$ cat src/rtl/seg7_reader.sv
// Recovers the hex digit shown on an active-low DE10 Lite seven-segment bus, with glitch filtering
// and a saturating illegal-pattern counter. Define SEG_ALT_GLYPHS_EN to accept the alternate 7 and 9 glyphs.
module seg7_reader #(
    parameter int STABLE_CYCLES = 4,
    parameter int ERR_CNT_W     = 8
) (
    input  logic                 clk,
    input  logic                 reset,
    input  logic [6:0]           seg,
    output logic [3:0]           value,
    output logic                 valid,
    output logic                 blank,
    output logic                 err,
    output logic                 changed,
    output logic [ERR_CNT_W-1:0] err_count
);

    localparam int CNT_W = $clog2(STABLE_CYCLES + 1);

    typedef enum logic {
        SETTLE,
        STABLE
    } state_t;

    state_t               state, state_n;
    logic [6:0]           seg_q;
    logic [6:0]           cand, cand_n;
    logic [CNT_W-1:0]     cnt, cnt_n;
    logic [3:0]           value_n;
    logic                 valid_n, blank_n, err_n, changed_n;
    logic [ERR_CNT_W-1:0] err_count_n;

    logic                 code_legal;
    logic                 code_blank;
    logic [3:0]           code_digit;

    // Classify the candidate pattern; it equals seg_q whenever a commit can happen.
    always_comb begin
        code_legal = 1'b1;
        code_blank = 1'b0;
        code_digit = 4'h0;
        case (cand)
            7'h40: code_digit = 4'h0;
            7'h79: code_digit = 4'h1;
            7'h24: code_digit = 4'h2;
            7'h30: code_digit = 4'h3;
            7'h19: code_digit = 4'h4;
            7'h12: code_digit = 4'h5;
            7'h02: code_digit = 4'h6;
            7'h78: code_digit = 4'h7;
            7'h00: code_digit = 4'h8;
            7'h10: code_digit = 4'h9;
            7'h08: code_digit = 4'hA;
            7'h03: code_digit = 4'hB;
            7'h46: code_digit = 4'hC;
            7'h21: code_digit = 4'hD;
            7'h06: code_digit = 4'hE;
            7'h0E: code_digit = 4'hF;
`ifdef SEG_ALT_GLYPHS_EN
            7'h58: code_digit = 4'h7;
            7'h18: code_digit = 4'h9;
`endif
            7'h7F: begin
                code_legal = 1'b0;
                code_blank = 1'b1;
            end
            default: code_legal = 1'b0;
        endcase
    end

    always_comb begin
        state_n     = state;
        cand_n      = cand;
        cnt_n       = cnt;
        value_n     = value;
        valid_n     = valid;
        blank_n     = blank;
        err_n       = err;
        changed_n   = 1'b0;
        err_count_n = err_count;

        if (seg_q != cand) begin
            cand_n  = seg_q;
            cnt_n   = CNT_W'(1);
            state_n = SETTLE;
        end else if (state == SETTLE) begin
            if (cnt < CNT_W'(STABLE_CYCLES - 1)) begin
                cnt_n = cnt + 1'b1;
            end else begin
                // Commit once; STABLE then holds until the pattern moves again.
                cnt_n   = CNT_W'(STABLE_CYCLES);
                state_n = STABLE;
                if (code_legal) begin
                    changed_n = !valid || (code_digit != value);
                    value_n   = code_digit;
                    valid_n   = 1'b1;
                    blank_n   = 1'b0;
                    err_n     = 1'b0;
                end else if (code_blank) begin
                    valid_n = 1'b0;
                    blank_n = 1'b1;
                    err_n   = 1'b0;
                end else begin
                    valid_n = 1'b0;
                    blank_n = 1'b0;
                    err_n   = 1'b1;
                    if (err_count != {ERR_CNT_W{1'b1}})
                        err_count_n = err_count + 1'b1;
                end
            end
        end
    end

    always_ff @(posedge clk) begin
        if (reset) begin
            seg_q     <= 7'h7F;
            cand      <= 7'h7F;
            cnt       <= '0;
            state     <= SETTLE;
            value     <= 4'h0;
            valid     <= 1'b0;
            blank     <= 1'b0;
            err       <= 1'b0;
            changed   <= 1'b0;
            err_count <= '0;
        end else begin
            seg_q     <= seg;
            cand      <= cand_n;
            cnt       <= cnt_n;
            state     <= state_n;
            value     <= value_n;
            valid     <= valid_n;
            blank     <= blank_n;
            err       <= err_n;
            changed   <= changed_n;
            err_count <= err_count_n;
        end
    end

endmodule
$ cat config.mk
export PLATFORM = sky130hd
export DESIGN_NAME = seg7_reader
export DESIGN_NICKNAME = d
export VERILOG_FILES = /design/src/rtl/seg7_reader.sv
export SDC_FILE = /design/constraint.sdc
export NUM_CORES = 1
export LEC_CHECK = 0
export ABC_AREA = 1
export CAP_MARGIN = 20
export CORE_UTILIZATION = 55
export CTS_CLUSTER_SIZE = 8
export DETAILED_ROUTE_END_ITERATION = 7
export PLACE_DENSITY = 0.79
export RECOVER_POWER = 100
export SLEW_MARGIN = 15
export SYNTH_ARGS = -nofsm -noshare
export SYNTH_HDL_FRONTEND = slang
export SYNTH_SLANG_ARGS = --single-unit
$ cat constraint.sdc
create_clock -name clk -period 3.8 [get_ports clk]
set_input_delay 0.76 -clock clk [delete_from_list [all_inputs] [get_ports clk]]
set_output_delay 0.76 -clock clk [all_outputs]
set_load 0.01 [all_outputs]
# Word level (Yosys, flattened, before mapping)

Index checks and enable logic that the tools add are counted.

Logic and storage cells: 61
Register bits after elaboration: 34
Output and inout port bits: 16

Order comparisons: 1
Bitwise logic cells: 5
Reductions and logical operators: 9
Eq/ne operators: 20
Multiplexer cells: 13
$add $sub $neg: 2

Operators with widths:

| kind                  | count |
|---|---|
| $pmux W4 S15          | 1 |
| $eq A7 B7 Y1 const B  | 5 |
| $eq A7 B5 Y1 const B  | 3 |
| $eq A7 B6 Y1 const B  | 3 |
| $reduce_or A16 Y1     | 1 |
| $eq A7 B2 Y1 const B  | 2 |
| $eq A7 B4 Y1 const B  | 2 |
| $mux W1               | 11 |
| $add A8 B1 Y8 const B | 1 |
| $ne A8 B8 Y1 const B  | 1 |
| $eq A7 B3 Y1 const B  | 1 |
| $logic_not A7 Y1      | 1 |
| $ne A7 B7 Y1          | 1 |
| $reduce_and A6 Y1     | 1 |
| $not A1 Y1            | 5 |
| $reduce_or A5 Y1      | 1 |
| $ne A4 B4 Y1          | 1 |
| $reduce_and A4 Y1     | 1 |
| $add A3 B1 Y3 const B | 1 |
| $lt A3 B2 Y1 const B  | 1 |
| $mux W3               | 1 |
| $reduce_and A3 Y1     | 1 |
| $ne A2 B1 Y1 const B  | 1 |
| $reduce_or A2 Y1      | 1 |
| 2 further kinds       | 2 |

# Logic depth before layout (Yosys ltp)

Depth after elaboration: 5
Depth in mapped cells: 14

# Worst setup path before layout

No wires, ideal clock.

Kind: reg-to-reg
From: register cand[2]
To: register err_count[7]
Slack: 2.273 ns
Stages on the path, launching flop included: 12
Data arrival time: 1.414 ns
Path buffers: 2
Path through: dfxtp_1 > buf_2 > nor2_1 > nand2_1 > nor2_1 > nor2_1 > nand3_4 > nor2_8 > buf_12 > nand3_2 > nor2_1 > nor2_1

Cells in the longest elaborated chain, start to end: 5
Elaborated cells between the ends (all ways): 25
Classes of those cells: eq/ne: 17; mux: 2; bitwise: 3; reduce/logical: 3

RTL lines:

| what                                   | line | text |
|---|---|---|
| start: declaration                     | 27   | `logic [6:0] cand, cand_n;` |
| start signal: assignment               | 128  | `cand <= cand_n;` |
| $eq A7 B4 Y1 (tied with other cells)   | 42   | `case (cand)` |
| $reduce_or A16 Y1 (no source line)     | --   |  |
| $mux W1                                | 42   |  |
| $not A1 Y1 (no source line)            | --   |  |
| $reduce_and A6 Y1 (no source line) (*) | --   |  |
| end signal: assignment                 | 136  | `err_count <= err_count_n;` |
| end: declaration                       | 15   | `output logic [ERR_CNT_W-1:0] err_count` |

Every way passes the cells marked *; elsewhere a longest branch is shown, timed or not.
A chain may end at the register's enable or synchronous reset.

# Worst setup path after layout

From: register cand[0]
To: register err_count[1]

Same word-level chain as after synthesis.

==> run summary <==
Outcome: complete, no violations
Max Transition Viols Final: 0
Vias: 1819
Post-route minimum period: 2.64 ns
P_sw: 0.155 mW
Fraction of final layout cells sized beyond drive strength 1: 0.129
Leading area contributor after synthesis: dfxtp_1
Final setup violating endpoints: 0
Internal power: 0.513 mW
Crit Path Max Fanout: 12
Post-CTS sizing: 0
H-Tree Depth: 2
Io pins: 25
Synthesis-to-layout area growth: 14.3%
Hold buffer count at CTS: 0
Maximum clock frequency: 378 MHz
Vias in the first global route: 1681
Routed WL: 3870 um
Crit path cell chain: inv_1, nand2_1, nand4_1, nor2_1, nand3_1, nor2_1, nand3_1, nand2_1, nand2_1, nor2_1
Peak VDD IR: 0.000247 V
Post-synth top area share: 0.342
Total core area: 0.00339 sq mm
Clock Path Buffers: 2
Combinational Power Share: 0.070
Root buffer cell: clkbuf_4
Die Y: 62.1 um
Worst path arrival time: 2.92 ns
Synthesized Nets: 312
FP Rows: 21
Required @ worst endpoint: 4.07 ns
HP Class: reg -> reg
Switching Fraction: 0.232
Period utilization: 0.696
FF+latch count, synth: 34
Seq/Total Area, Yosys: 0.342
Cell variety after synth: 31
# port buffers: 24
First-pass GRT wire length: 7060 um
Sequential Power Share: 0.559
Leak Pwr: 1.14 nW
Via density: 4.89
Crit-path max cell delay: 0.75 ns
WL per Instance: 10.4 um
Die ar.: 0.00386 sq mm
DR iter-0 viols: 71
Clk sink count: 34
Clock Power Share: 0.371
Critical Path Start Type: register
Max-cap violations: 0
# DRC: 0
Antenna violations before repair: 0
Largest cells by area after synthesis: dfxtp_1 34%, nand2_1 17%, nor2_1 9.6%
Antenna diodes: 0
Mapped cell area: 0.00199 sq mm
CP max-delay cell: nor2_1
Yosys warns: 0
Final Hold Viols: 0
Starting density of the core: 0.587
Die width: 62.1 um
Slew @ Worst Pin: 0.920 ns
Unrepaired setup endpoints after global routing: no
Clock-pin slew on the worst setup and hold paths: 0.10 ns
Post-Syn Instances: 301
First-pass DRT Iterations: 4
Power density cells: 294 mW/mm^2
CP Capture Type: register
Pin count of the biggest net entering global routing: 21
Clock skew: 0.0122 ns
Mean post-synth cell area: 6.61 sq um
CTS tree: done
Buffers and inverters on the worst path: 1
Placer Congestion: 0.871
Final nets: 336
Top Family by Delay on Critical Path: simple AND/OR/NAND/NOR gates
Final ANT Viol Nets: 0
Setup_tns: 0 ns
Final Power: 0.668 mW
WHS: 0.465 ns
Gr ovfl total: 0
Num CTS Buffers: 5
Worst rel slew slack: 0.384
Dpl hpwl: 2910 um
Total Routing Usage GR: 0.228
Crit Path Class: reg -> reg
Setup Buffers After CTS: 0
Clock latency on the worst-skew pair: 0.34 ns
final cells by class:
type	instances	area (sq um)
timing repair buffer	24	240
inverter	39	146
multi-input combinational	221	1070
clock buffer	8	78.8
tap	46	57.6
fill	293	1120
sequential	34	681
flip-flops by register name, indices dropped and copies added, names as in the netlist, 3 cells and up:
| signal | cells |
|---|---|
| err_count | 8 |
| cand | 7 |
| seg_q | 7 |
| value | 4 |
| cnt | 3 |
metrics by stage:
step / util / worst slack [ns] / instances / instance area, sq um
after global placement: 0.658 / 1.43 / 364 / 2230
final: 0.671 / 1.16 / 372 / 2270
after global routing: 0.671 / 0.892 / 372 / 2270
after CTS: 0.681 / 1.67 / 372 / 2310
after floorplan: - / 2.27 / 301 / 1990
after detailed placement: 0.658 / 1.37 / 364 / 2230
worst paths after layout:
kind                                from           end  slack [ns]  cells after the start
worst min register to register  seg_q[4]       cand[4]        0.46                      1
worst max-delay path             cand[0]  err_count[1]        1.16                     10
worst max register to register   cand[0]  err_count[1]        1.16                     10
worst min-delay path            seg_q[4]       cand[4]        0.46                      1
power by group through the flow:
stage	Combinational, mW	Sequential [mW]	Clock, mW
2_1_floorplan	0.0380	0.378	0
6_report	0.0467	0.373	0.248
3_5_place_dp	0.0487	0.381	0
5_1_grt	0.0538	0.375	0.272
3_3_place_gp	0.0476	0.381	0
4_1_cts	0.0491	0.373	0.254
cell usage after synthesis, drive strengths merged:
cell and number:
a211oi 1, nand3 19, nand4 8, or2 12, xor2 2, and2 1
o21ai 4, nand2 93, inv 39, ha 2, nor4 1, nor3 2
nor2 60, a21oi 9, xnor2 5, dfxtp 34, nand3b 2, buf 5
clkbuf 2
layout by cell type (no fill, tap or decap), types with 2 or more instances in the layout:
cell             count
nor2_2               5
ha_1                 2
nand4_1              8
clkbuf_8             3
nand3_2              5
or2_2               12
inv_2                5
clkdlybuf4s50_1      7
nand2_2              4
nand3_1             14
nand2_1             88
nor2_1              53
a21oi_1              9
xnor2_1              5
dfxtp_1             34
clkbuf_4             5
dlygate4sd3_1       17
nor3_1               2
nand3b_1             2
o21ai_0              4
xor2_1               2
inv_1               34
cells by family after synthesis:
family | after synthesis | share of synthesized area
AOI/OAI and AO/OA | 14 | 0.0384
xor gates and xnor gates | 7 | 0.0308
adders and majority gates | 2 | 0.0126
buffers and inverters | 46 | 0.102
DFF | 34 | 0.342
and+or+nand+nor | 198 | 0.474
layer usage:
metal | part of all wire | vias up | GRT usage
met5 | 0 | - | 0
met4 | 0.017 | 0 | 0.0872
met3 | 0.035 | 8 | 0.0588
met2 | 0.46 | 35 | 0.374
met1 | 0.49 | 800 | 0.288
li1 | - | 976 | -
Note: power is estimated with default switching activity, not from simulation.
